**src/rtl/mmcm_drp_sequencer.sv**
```systemverilog
// mmcm_drp_sequencer
// Runtime clock-profile controller for the system MMCM. On request it holds the
// MMCM in reset, rewrites a table of DRP registers by read-modify-write, releases
// reset and waits for lock before reporting done. It runs on the free-running
// reference clock, never on an MMCM output.
//
// Table entry i of a profile sits at bits [39*i+38:39*i] as
// {addr[6:0], mask[15:0], data[15:0]}; a mask bit of 1 keeps the existing bit.
//
// Optional build macro: DRP_READBACK_VERIFY_EN
//   defined   -> every write is followed by a read of the same address and a
//                mismatch aborts the sequence with err set
//   undefined -> writes are not checked

module mmcm_drp_sequencer #(
    parameter int                     NUM_REGS     = 6,
    parameter logic [NUM_REGS*39-1:0] PROF0_TABLE  = '0,
    parameter logic [NUM_REGS*39-1:0] PROF1_TABLE  = '0,
    parameter int                     RST_CYCLES   = 8,
    parameter int                     DRDY_TIMEOUT = 64,
    parameter int                     LOCK_TIMEOUT = 1048576
) (
    input  logic        clk,
    input  logic        rst,
    input  logic        req,
    input  logic        sel,
    output logic        busy,
    output logic        done,
    output logic        err,
    output logic        cur_profile,
    output logic        mmcm_rst,
    input  logic        mmcm_locked,
    output logic [6:0]  drp_addr,
    output logic        drp_en,
    output logic        drp_we,
    output logic [15:0] drp_di,
    input  logic [15:0] drp_do,
    input  logic        drp_rdy
);

    localparam int IDX_W  = $clog2(NUM_REGS) + 1;
    localparam int RST_W  = (RST_CYCLES   > 1) ? $clog2(RST_CYCLES)   : 1;
    localparam int DRDY_W = (DRDY_TIMEOUT > 1) ? $clog2(DRDY_TIMEOUT) : 1;
    localparam int LOCK_W = (LOCK_TIMEOUT > 1) ? $clog2(LOCK_TIMEOUT) : 1;

    // Terminal counts: each counter starts at zero on entry to its state, so the
    // last value before leaving is the limit minus one.
    localparam logic [IDX_W-1:0]  IDX_LAST  = IDX_W'(NUM_REGS - 1);
    localparam logic [IDX_W-1:0]  IDX_ONE   = IDX_W'(1);
    localparam logic [RST_W-1:0]  RST_LAST  = RST_W'(RST_CYCLES - 1);
    localparam logic [RST_W-1:0]  RST_ONE   = RST_W'(1);
    localparam logic [DRDY_W-1:0] DRDY_LAST = DRDY_W'(DRDY_TIMEOUT - 1);
    localparam logic [DRDY_W-1:0] DRDY_ONE  = DRDY_W'(1);
    localparam logic [LOCK_W-1:0] LOCK_LAST = LOCK_W'(LOCK_TIMEOUT - 1);
    localparam logic [LOCK_W-1:0] LOCK_ONE  = LOCK_W'(1);

    typedef enum logic [3:0] {
        ST_IDLE      = 4'd0,
        ST_RST_HOLD  = 4'd1,
        ST_RD_REQ    = 4'd2,
        ST_RD_WAIT   = 4'd3,
        ST_WR_REQ    = 4'd4,
        ST_WR_WAIT   = 4'd5,
        ST_RELEASE   = 4'd6,
`ifdef DRP_READBACK_VERIFY_EN
        ST_LOCK_WAIT = 4'd7,
        ST_VFY_REQ   = 4'd8,
        ST_VFY_WAIT  = 4'd9
`else
        ST_LOCK_WAIT = 4'd7
`endif
    } state_t;

    state_t              state_q,    state_d;
    logic [IDX_W-1:0]    idx_q,      idx_d;
    logic [RST_W-1:0]    rst_cnt_q,  rst_cnt_d;
    logic [DRDY_W-1:0]   drdy_cnt_q, drdy_cnt_d;
    logic [LOCK_W-1:0]   lock_cnt_q, lock_cnt_d;
    logic                sel_q,      sel_d;
    logic                busy_q,     busy_d;
    logic                done_q,     done_d;
    logic                err_q,      err_d;
    logic                cur_q,      cur_d;
    logic                mmcm_rst_q, mmcm_rst_d;
    logic                drp_en_q,   drp_en_d;
    logic                drp_we_q,   drp_we_d;
    logic [6:0]          drp_addr_q, drp_addr_d;
    logic [15:0]         drp_di_q,   drp_di_d;
    logic                lock_meta_q;
    logic                lock_sync_q;

    logic [38:0]         cur_ent_s;
    logic [6:0]          next_addr_s;
    logic [15:0]         rmw_val_s;

    // Fetch one table entry of the selected profile; out-of-range indices read zero.
    function automatic logic [38:0] entry_f(input logic prof, input logic [IDX_W-1:0] idx);
        logic [38:0] ent;
        int          base;
        base = 39 * int'(idx);
        if (int'(idx) < NUM_REGS) begin
            if (prof) begin
                ent = PROF1_TABLE[base +: 39];
            end else begin
                ent = PROF0_TABLE[base +: 39];
            end
        end else begin
            ent = 39'd0;
        end
        return ent;
    endfunction

    // DRP address field of a table entry.
    function automatic logic [6:0] addr_f(input logic prof, input logic [IDX_W-1:0] idx);
        logic [38:0] ent;
        ent = entry_f(prof, idx);
        return ent[38:32];
    endfunction

    assign cur_ent_s   = entry_f(sel_q, idx_q);
    assign next_addr_s = addr_f(sel_q, idx_q + IDX_ONE);
    // Mask bit 1 keeps the bit read back from the MMCM, 0 takes the table data.
    assign rmw_val_s   = (drp_do & cur_ent_s[31:16]) | (cur_ent_s[15:0] & ~cur_ent_s[31:16]);

    // Next-state and registered-output logic of the sequencer.
    always_comb begin
        state_d    = state_q;
        idx_d      = idx_q;
        rst_cnt_d  = rst_cnt_q;
        drdy_cnt_d = drdy_cnt_q;
        lock_cnt_d = lock_cnt_q;
        sel_d      = sel_q;
        busy_d     = busy_q;
        done_d     = 1'b0;
        err_d      = err_q;
        cur_d      = cur_q;
        mmcm_rst_d = mmcm_rst_q;
        drp_en_d   = 1'b0;
        drp_we_d   = 1'b0;
        drp_addr_d = drp_addr_q;
        drp_di_d   = drp_di_q;

        case (state_q)
            ST_IDLE: begin
                mmcm_rst_d = 1'b0;
                if (req) begin
                    err_d = 1'b0;
                    if ((sel != cur_q) || !lock_sync_q) begin
                        state_d    = ST_RST_HOLD;
                        busy_d     = 1'b1;
                        sel_d      = sel;
                        mmcm_rst_d = 1'b1;
                        rst_cnt_d  = '0;
                        idx_d      = '0;
                    end else begin
                        // Requested profile already running and locked.
                        done_d = 1'b1;
                    end
                end else begin
                    state_d = ST_IDLE;
                end
            end

            ST_RST_HOLD: begin
                if (rst_cnt_q == RST_LAST) begin
                    state_d    = ST_RD_REQ;
                    drp_en_d   = 1'b1;
                    drp_addr_d = cur_ent_s[38:32];
                end else begin
                    rst_cnt_d = rst_cnt_q + RST_ONE;
                end
            end

            ST_RD_REQ: begin
                state_d    = ST_RD_WAIT;
                drdy_cnt_d = '0;
            end

            ST_RD_WAIT: begin
                if (drp_rdy) begin
                    state_d  = ST_WR_REQ;
                    drp_en_d = 1'b1;
                    drp_we_d = 1'b1;
                    drp_di_d = rmw_val_s;
                end else if (drdy_cnt_q == DRDY_LAST) begin
                    err_d      = 1'b1;
                    state_d    = ST_RELEASE;
                    mmcm_rst_d = 1'b0;
                end else begin
                    drdy_cnt_d = drdy_cnt_q + DRDY_ONE;
                end
            end

            ST_WR_REQ: begin
                state_d    = ST_WR_WAIT;
                drdy_cnt_d = '0;
            end

            ST_WR_WAIT: begin
                if (drp_rdy) begin
`ifdef DRP_READBACK_VERIFY_EN
                    state_d  = ST_VFY_REQ;
                    drp_en_d = 1'b1;
`else
                    if (idx_q == IDX_LAST) begin
                        state_d    = ST_RELEASE;
                        mmcm_rst_d = 1'b0;
                    end else begin
                        idx_d      = idx_q + IDX_ONE;
                        state_d    = ST_RD_REQ;
                        drp_en_d   = 1'b1;
                        drp_addr_d = next_addr_s;
                    end
`endif
                end else if (drdy_cnt_q == DRDY_LAST) begin
                    err_d      = 1'b1;
                    state_d    = ST_RELEASE;
                    mmcm_rst_d = 1'b0;
                end else begin
                    drdy_cnt_d = drdy_cnt_q + DRDY_ONE;
                end
            end

`ifdef DRP_READBACK_VERIFY_EN
            ST_VFY_REQ: begin
                state_d    = ST_VFY_WAIT;
                drdy_cnt_d = '0;
            end

            ST_VFY_WAIT: begin
                if (drp_rdy) begin
                    if (drp_do != drp_di_q) begin
                        err_d      = 1'b1;
                        state_d    = ST_RELEASE;
                        mmcm_rst_d = 1'b0;
                    end else if (idx_q == IDX_LAST) begin
                        state_d    = ST_RELEASE;
                        mmcm_rst_d = 1'b0;
                    end else begin
                        idx_d      = idx_q + IDX_ONE;
                        state_d    = ST_RD_REQ;
                        drp_en_d   = 1'b1;
                        drp_addr_d = next_addr_s;
                    end
                end else if (drdy_cnt_q == DRDY_LAST) begin
                    err_d      = 1'b1;
                    state_d    = ST_RELEASE;
                    mmcm_rst_d = 1'b0;
                end else begin
                    drdy_cnt_d = drdy_cnt_q + DRDY_ONE;
                end
            end
`endif

            ST_RELEASE: begin
                mmcm_rst_d = 1'b0;
                lock_cnt_d = '0;
                state_d    = ST_LOCK_WAIT;
            end

            ST_LOCK_WAIT: begin
                mmcm_rst_d = 1'b0;
                if (lock_sync_q) begin
                    state_d = ST_IDLE;
                    busy_d  = 1'b0;
                    if (!err_q) begin
                        done_d = 1'b1;
                        cur_d  = sel_q;
                    end else begin
                        // Aborted sequence: the profile is not claimed as loaded.
                        cur_d = cur_q;
                    end
                end else if (lock_cnt_q == LOCK_LAST) begin
                    err_d   = 1'b1;
                    busy_d  = 1'b0;
                    state_d = ST_IDLE;
                end else begin
                    lock_cnt_d = lock_cnt_q + LOCK_ONE;
                end
            end

            default: begin
                state_d    = ST_IDLE;
                busy_d     = 1'b0;
                mmcm_rst_d = 1'b0;
            end
        endcase
    end

    // State and output registers; rst returns everything to idle with the MMCM held in reset.
    always_ff @(posedge clk) begin
        if (rst) begin
            state_q    <= ST_IDLE;
            idx_q      <= '0;
            rst_cnt_q  <= '0;
            drdy_cnt_q <= '0;
            lock_cnt_q <= '0;
            sel_q      <= 1'b0;
            busy_q     <= 1'b0;
            done_q     <= 1'b0;
            err_q      <= 1'b0;
            cur_q      <= 1'b0;
            mmcm_rst_q <= 1'b1;
            drp_en_q   <= 1'b0;
            drp_we_q   <= 1'b0;
            drp_addr_q <= 7'd0;
            drp_di_q   <= 16'd0;
        end else begin
            state_q    <= state_d;
            idx_q      <= idx_d;
            rst_cnt_q  <= rst_cnt_d;
            drdy_cnt_q <= drdy_cnt_d;
            lock_cnt_q <= lock_cnt_d;
            sel_q      <= sel_d;
            busy_q     <= busy_d;
            done_q     <= done_d;
            err_q      <= err_d;
            cur_q      <= cur_d;
            mmcm_rst_q <= mmcm_rst_d;
            drp_en_q   <= drp_en_d;
            drp_we_q   <= drp_we_d;
            drp_addr_q <= drp_addr_d;
            drp_di_q   <= drp_di_d;
        end
    end

    // Two-flop synchroniser for the asynchronous MMCM LOCKED output.
    always_ff @(posedge clk) begin
        if (rst) begin
            lock_meta_q <= 1'b0;
            lock_sync_q <= 1'b0;
        end else begin
            lock_meta_q <= mmcm_locked;
            lock_sync_q <= lock_meta_q;
        end
    end

    assign busy        = busy_q;
    assign done        = done_q;
    assign err         = err_q;
    assign cur_profile = cur_q;
    assign mmcm_rst    = mmcm_rst_q;
    assign drp_en      = drp_en_q;
    assign drp_we      = drp_we_q;
    assign drp_addr    = drp_addr_q;
    assign drp_di      = drp_di_q;

endmodule

```
**config.mk**
```make
export PLATFORM = sky130hd
export DESIGN_NAME = mmcm_drp_sequencer
export DESIGN_NICKNAME = d
export VERILOG_FILES = /design/src/rtl/mmcm_drp_sequencer.sv
export SDC_FILE = /design/constraint.sdc
export NUM_CORES = 1
export LEC_CHECK = 0
export BUFFER_PORTS_ARGS = -buffer_cell sky130_fd_sc_hd__clkbuf_2
export CAP_MARGIN = 20
export CORE_MARGIN = 1
export CORE_UTILIZATION = 30
export DETAILED_ROUTE_END_ITERATION = 10
export PLACE_DENSITY_LB_ADDON = 0.3
export SETUP_SLACK_MARGIN = 0.05
export SLEW_MARGIN = 20
export SYNTH_ARGS = -nofsm -noshare
export SYNTH_HDL_FRONTEND = slang
export SYNTH_SLANG_ARGS = --single-unit
export TNS_END_PERCENT = 10
```
**constraint.sdc**
```tcl
create_clock -name clk -period 2.5 [get_ports clk]
set_clock_uncertainty 0.2 [all_clocks]
set_input_delay 0.625 -clock clk [delete_from_list [all_inputs] [get_ports clk]]
set_output_delay 0.625 -clock clk [all_outputs]
set_load 0.02 [all_outputs]
```
==> results by group, run 1 <==
Status
  • Status: finished, final reports clean

Yosys
  • Syn Inst Count: 339
  • EDFF count, synth: 0
  • Mapped Avg Cell Area: 7.95 um^2
  • Sequential fraction of the synthesis area: roughly a third
  • Register bit total from synthesis: 47
  • Unique cell type count in the Yosys netlist: 49
  • Top cells by area, synth: dfxtp_1, buf_4, nor2_1
  • Ys Warns: 0
  • Dominant cell type by area after synthesis: dfxtp_1
  • Cell area after synthesis: 2700 um^2
  • Asr flop ratio synth: 0%
  • Post-synth top flop: dfxtp_1
  • Synth top area share: 34.9%

STA
  • Final hold violations: 0
  • Final critical-path share of the clock period: 88.7%
  • Slew Viols, Final: 0
  • Final setup margin: 0.281 ns
  • Slew headroom: 60.7%
  • # setup viols final: 0
  • TNS Setup: 0 ns
  • Period minus WS final: 2.22 ns
  • WHS: 0.266 ns
  • Max Freq: 451 MHz
  • Slew @ Worst Pin: 0.584 ns
  • RSZ-0062 raised after global routing: false

CTS
  • Reg clk slew, reported paths: 0.09 ns
  • Clock root buffer: clkbuf_8
  • Max H-tree Level: 2
  • CTS buffer count: 5
  • Clock buffer depth: 2
  • Clock sinks: 47
  • CTS tree: done
  • Post-CTS Setup Inserts: 0
  • Skew-Pair Late Insertion Delay: 0.29 ns

Floorplanning
  • Initial cell density of the core: 30.9%
  • # IOs: 52
  • Chip height: 96.8 um
  • Total core area: 8720 um^2
  • # rows: 34
  • Chip width: 96.8 um
  • Die ar.: between 9000 and 10000 um^2

Route
  • Initial drt markers: 150
  • Number of routed nets with antenna violations: 0
  • Vias: about 2400
  • Drt pass-1 iters: 5
  • Wirelength per Cell: 12.8 um
  • DRC violations left: 0
  • Vias per cell: between 5 and 6
  • Routed WL: 5980 um

Placement
  • Dpl hpwl: between 4000 and 5000 um
  • Placed cell count: 460
  • Cell area after placement: 2860 um^2
  • PortBufs: 12
  • DP Worst Slack: roughly 0.21 ns
  • RD Place Congestion: 0.844

Global routing
  • GRT Total Usage: 13.0%
  • Initial antenna violation count: 0
  • First-pass GRT wire length: 10200 um
  • Largest net degree at the start of global routing: 20
  • Vias in the first global route: 2140
  • Total grt overflow: 0

Critical path
  • Worst Path Arrival: 2.19 ns
  • CP peak stage delay: between 0.6 and 0.7 ns
  • CP Launch Type: flop
  • Crit Path Category: flop to flop
  • Setup crit end kind: flop
  • CP max stage cell: or4_4
  • Cells along the critical path: nand4_1 > or4_4 > o21a_1 > a31oi_1 > a311oi_1
  • Crit Path Max Fanout: 9
  • Worst Path Required: 2.47 ns

Power and ir drop
  • Max VDD drop: 0.000247 V
  • P_leak: 1.06 nW
  • Pwr Density: 469 nW/um^2

Cells and area
  • Finished Layout Cells: 468
  • Area Overhead vs Synth: 9.93%
  • Final Cell Area: ~3000 um^2
  • Fillers: about 900
  • Nets: 387
  • ANT cells: 0
  • Layout cells sized above 1: 12.8%

Hold path
  • Hold crit path type: flop to flop

Flow run
  • Max-cap violations: 0
layout make-up:
cell class | instances | area [um^2] | share of cell area [%]
Multi-Input combinational cell | 268 | 1570 | 53.1
Timing Repair Buffer | 28 | 180 | 6.08
Clock buffer | 8 | 100 | 3.38
Sequential cell | 47 | 941 | 31.7
Inverter | 9 | 33.8 | 1.14
Tap cell | 108 | 135 | 4.56
state kept, by name (all words and copies together), names as in the netlist:
signal       cells
lock_cnt_q      20
drdy_cnt_q       6
idx_q            4
state_q          4
rst_cnt_q        3
busy             1
cur_profile      1
done             1
drp_en           1
drp_we           1
err              1
lock_meta_q      1
lock_sync_q      1
mmcm_rst         1
sel_q            1
layout by cell type (no fill, tap or decap), types with 3 or more instances in the layout:
cell	instances
xor2_1	3
nand4_1	5
nand3_1	26
o2111ai_1	3
dfxtp_1	47
clkbuf_8	7
a31oi_1	14
ha_1	6
nor3_1	7
nor3_2	3
and3_1	4
nor2b_1	5
conb_1	24
nor4_1	4
or3_1	5
o21ai_0	19
nand2_1	21
a21oi_1	24
buf_4	16
xnor2_1	6
nand2b_1	7
o211ai_1	3
o21a_1	5
a211oi_1	6
clkbuf_2	12
nor2_1	35
inv_1	9
mux2i_1	3
metal layers:
layer,vias to the layer above,global-route usage [%],share of wire [%]
met5,-,0,0
met4,0,2.18,0.58
met3,4,2.53,4.3
met2,51,21.1,45
met1,1105,18.0,50
li1,1222,-,-
repair_timing:
| item | CTS | global route |
|---|---|---|
| endpoints found under the setup margin | 0 | 6 |
| gates resized for setup | 0 | 1 |
| hold buffers | 0 | 0 |
power breakdown:
part | internal [W] | leakage [nW] | total (W) | switching, W
combinational | 0.0000310 | 0.623 | 0.000116 | 0.0000852
sequential | 0.000758 | 0.380 | 0.000769 | 0.0000112
clock | 0.000253 | 0.0515 | 0.000506 | 0.000253
synth_stat cells (4+ instances only):
cell / n
inv_1: 9
o21ai_0: 19
dfxtp_1: 47
nor2_1: 35
a211oi_1: 6
nor3_1: 7
nor2b_1: 5
or3_1: 5
buf_4: 23
a31oi_1: 14
nor4_1: 4
nand2_1: 21
xnor2_1: 6
clkbuf_1: 12
nand2b_1: 7
a21oi_1: 24
nand3_1: 26
and3_1: 4
o21a_1: 5
ha_1: 6
nand4_1: 5
worst max-delay path, delay by kind of cell (launching register included):
| kind | cells | cell delay [ns] |
|---|---|---|
| simple gates | 2 | 0.84 |
| flops | 1 | 0.41 |
| compound gates | 3 | 0.64 |
per-stage QoR:
step	utilization, %	total power (W)
after floorplan	-	0.000897
after global placement	32.8	0.000902
after detailed placement	32.8	0.000902
after CTS	33.9	0.00141
after global routing	34.0	0.00146
final	34.0	0.00139
kinds of logic (layout without fill, tap and decap cells):
group / after synthesis / count (layout) / share of synthesized area [%]
flip-flops: 47 / 47 / 34.9
other: 1 / 24 / 0.139
buffers and inverters: 47 / 45 / 10.1
adder cells (fa/ha/maj): 6 / 6 / 2.78
AND/OR/NAND/NOR: 134 / 134 / 26.2
AO/OA/AOI/OAI: 91 / 91 / 21.4
multiplexers: 4 / 4 / 1.53
XOR/XNOR: 9 / 9 / 2.92
path summary, 6_finish.rpt:
check / start / endpoint / slack (ns) / cells past startpoint
hold / removal: mmcm_rst$_SDFFE_PP1P_ / mmcm_rst$_SDFFE_PP1P_ / 0.27 / 1
setup / recovery: lock_cnt_q[10]$_SDFFE_PP0P_ / lock_cnt_q[7]$_SDFFE_PP0P_ / 0.28 / 5
setup reg to reg: lock_cnt_q[10]$_SDFFE_PP0P_ / lock_cnt_q[7]$_SDFFE_PP0P_ / 0.28 / 5
hold reg to reg: mmcm_rst$_SDFFE_PP1P_ / mmcm_rst$_SDFFE_PP1P_ / 0.27 / 1
Power figures use the tool's default switching activity.
==> run 2, diff against run 1 <==
--- a/config.mk
+++ b/config.mk
@@ -12,6 +12,7 @@
 export DETAILED_ROUTE_END_ITERATION = 10
 export PLACE_DENSITY_LB_ADDON = 0.3
 export SETUP_SLACK_MARGIN = 0.05
+export SKIP_LAST_GASP = 1
 export SLEW_MARGIN = 20
 export SYNTH_ARGS = -nofsm -noshare
 export SYNTH_HDL_FRONTEND = slang
==> constraint.sdc (replaced) <==
create_clock -name clk -period 2.5 [get_ports clk]
set_clock_uncertainty 0.2 [all_clocks]
set_input_delay 0.125 -clock clk [delete_from_list [all_inputs] [get_ports clk]]
set_output_delay 0.125 -clock clk [all_outputs]
set_load 0.02 [all_outputs]
==> results by group, run 2 (synthesis gave the netlist of run 1 again) <==
Critical path
  • Worst Setup SP: lock_cnt_q[1]$_SDFFE_PP0P_
  • Worst Path Required: 2.48 ns (about the same)
  • CP endpoint: state_q[1]$_SDFFE_PP0P_
  • CP peak stage delay: 0.55 ns (-0.08 ns)
  • Crit Path Category: flop to flop
  • Cells along the critical path: ha_1 > nand2_1 > or4_1 > o21a_1 > a31oi_1 > nor4_1
  • CP top delay family: simple AND/OR/NAND/NOR gates
  • Worst Path Arrival: 2.29 ns (+0.10 ns)
  • R2r setup slk: 0.19 ns (-0.09 ns)
  • Setup crit end kind: flop
  • Origin of the critical flop-to-flop path: lock_cnt_q[1]$_SDFFE_PP0P_
  • Reg2reg path depth: 6 (+1)
  • R2R Path End: state_q[1]$_SDFFE_PP0P_
  • Crit path buf inv count: 0 (unchanged)
  • CP Launch Type: flop
  • CP max stage cell: or4_1
  • Stages on the worst setup path: 6 (+1)
  • Crit Path Max Fanout: 9 (unchanged)

STA
  • Final hold violations: 0 (unchanged)
  • RSZ-0062 raised after global routing: false
  • # setup viols final: 0 (unchanged)
  • TNS Setup: 0 ns (unchanged)
  • Period minus WS final: 2.31 ns (+0.0897 ns)
  • Slew Viols, Final: 0 (unchanged)
  • Slew @ Worst Pin: 0.659 ns (+0.0754 ns)
  • Slew headroom: 56.0% (-4.7 points)
  • Max Freq: 433 MHz (-3.9%)
  • WHS: 0.0222 ns (-0.244 ns)
  • Final critical-path share of the clock period: 92.3% (+3.6 points)

Cells and area
  • Largest regs: lock_cnt_q x20, drdy_cnt_q x6
  • Commonest non-fill, non-tap cell in the layout: dfxtp_1
  • Layout cells sized above 1: 12.7% (-0.11 points)
  • Final Cell Area: 3000 um^2 (+1.3%)
  • Reg with most FFs: lock_cnt_q
  • Area Overhead vs Synth: 11.4%
  • ANT cells: 0 (unchanged)
  • Max reg flops: 20 (unchanged)
  • Most frequent cells in the layout: dfxtp_1, nor2_1, nand3_1
  • Nets: 390 (+0.78%)

Global routing
  • Total grt overflow: 0 (unchanged)
  • Vias in the first global route: 2255 (+5.4%)
  • Largest net degree at the start of global routing: 20 (unchanged)
  • GRT Total Usage: 13.3% (+0.35 points)
  • First-pass GRT wire length: 10300 um (+0.81%)
  • Initial antenna violation count: 0 (unchanged)

Power and ir drop
  • Max VDD drop: 0.000308 V (+24%)
  • P_leak: 1.07 nW (+1.7%)
  • Pwr Density: 488 nW/um^2 (+3.9%)

CTS
  • Clock buffer depth: 2 (unchanged)
  • Reg clk slew, reported paths: 0.09 ns (about the same)
  • Post-cts sizing count: 0 (unchanged)
  • Max H-tree Level: 2 (unchanged)
  • CTS buffer count: 5 (unchanged)
  • CTS tree: done
  • Skew-Pair Late Insertion Delay: 0.31 ns (+0.02 ns)
  • Clock sinks: 47 (unchanged)
  • Clock root buffer: clkbuf_8

Flow run
  • Max-cap violations: 0 (unchanged)

Floorplanning
  • Chip height: 96.8 um (unchanged)
  • # rows: 34 (unchanged)
  • # IOs: 52 (unchanged)
  • Die ar.: 9370 um^2 (unchanged)
  • Initial cell density of the core: 30.9% (unchanged)
  • Total core area: 8720 um^2 (unchanged)
  • Chip width: 96.8 um (unchanged)

Route
  • Routed WL: 6170 um (+3.1%)
  • Wirelength per Cell: 13.1 um (+2.4%)
  • Vias: 2425 (+1.8%)
  • DRC violations left: 0 (unchanged)
  • Drt pass-1 iters: 4 (-1)
  • Number of routed nets with antenna violations: 0 (unchanged)
  • Initial drt markers: 81 (-46%)
  • Vias per cell: 5.15 (+1.2%)

Placement
  • Cell area after placement: 2860 um^2 (unchanged)
  • Dpl hpwl: 4480 um (+1.5%)
  • RD Place Congestion: 0.832 (-1.4%)
  • PortBufs: 12 (unchanged)

Status
  • Status: finished, final reports clean

Hold path
  • Hold crit path type: input pin to flop
## run 2: worst min-delay path, stage by stage
cell	delay (ns)
clkbuf_2	0.15
inv_1	0.14
nor4_1	0.07
## run 2: per-layer routing
layer | track usage, % | routed length (um) | vias up
li1 | - | - | 1230
met1 | 17.0 | 2990 | 1136
met2 | 22.2 | 2840 | 46
met3 | 2.38 | 186 | 13
met4 | 5.28 | 145 | 0
met5 | 0 | 0 | -
## run 2: cell type report
cell class / count / area [um^2]
clock buffer: 5 / 68.8
clock inverter: 3 / 43.8
fill: 904 / 5720
inverter: 9 / 33.8
multi-input combinational: 268 / 1570
sequential: 47 / 941
tap: 108 / 135
timing repair buffer: 31 / 210
## run 2: metrics by stage
step,utilization [%],total power (W),instances,worst slack (ns)
after floorplan,-,0.000897,362,0.380
after global placement,32.8,0.000902,460,0.251
after detailed placement,32.8,0.000903,460,0.215
after CTS,34.4,0.00148,471,0.191
after global routing,34.4,0.00152,471,0.0503
final,34.4,0.00146,471,0.192
## run 2: how the worst min path moves through the flow
stage	from	depth (start not counted)	to	slack [ns]
after detailed placement	mmcm_locked	2	lock_meta_q$_SDFF_PP0_	0.15
final	drp_rdy	3	drp_we$_SDFF_PP0_	0.02
after floorplan	mmcm_locked	1	lock_meta_q$_SDFF_PP0_	0.05
after global placement	mmcm_locked	2	lock_meta_q$_SDFF_PP0_	0.15
after CTS	drp_rdy	3	drp_we$_SDFF_PP0_	0.01
after global routing	drp_rdy	3	drp_we$_SDFF_PP0_	0.05
## run 2: timing repair
item                                    4_1_cts  5_1_grt
setup buffers                                 0        0
endpoints found under the setup margin        0        0
endpoints found under the hold margin         3        0
hold buffers                                  3        0
## run 2: power by group
group          internal (W)  switching [W]
Clock              0.000298       0.000277
Combinational     0.0000353      0.0000859
Sequential         0.000758      0.0000107
Total               0.00109       0.000373
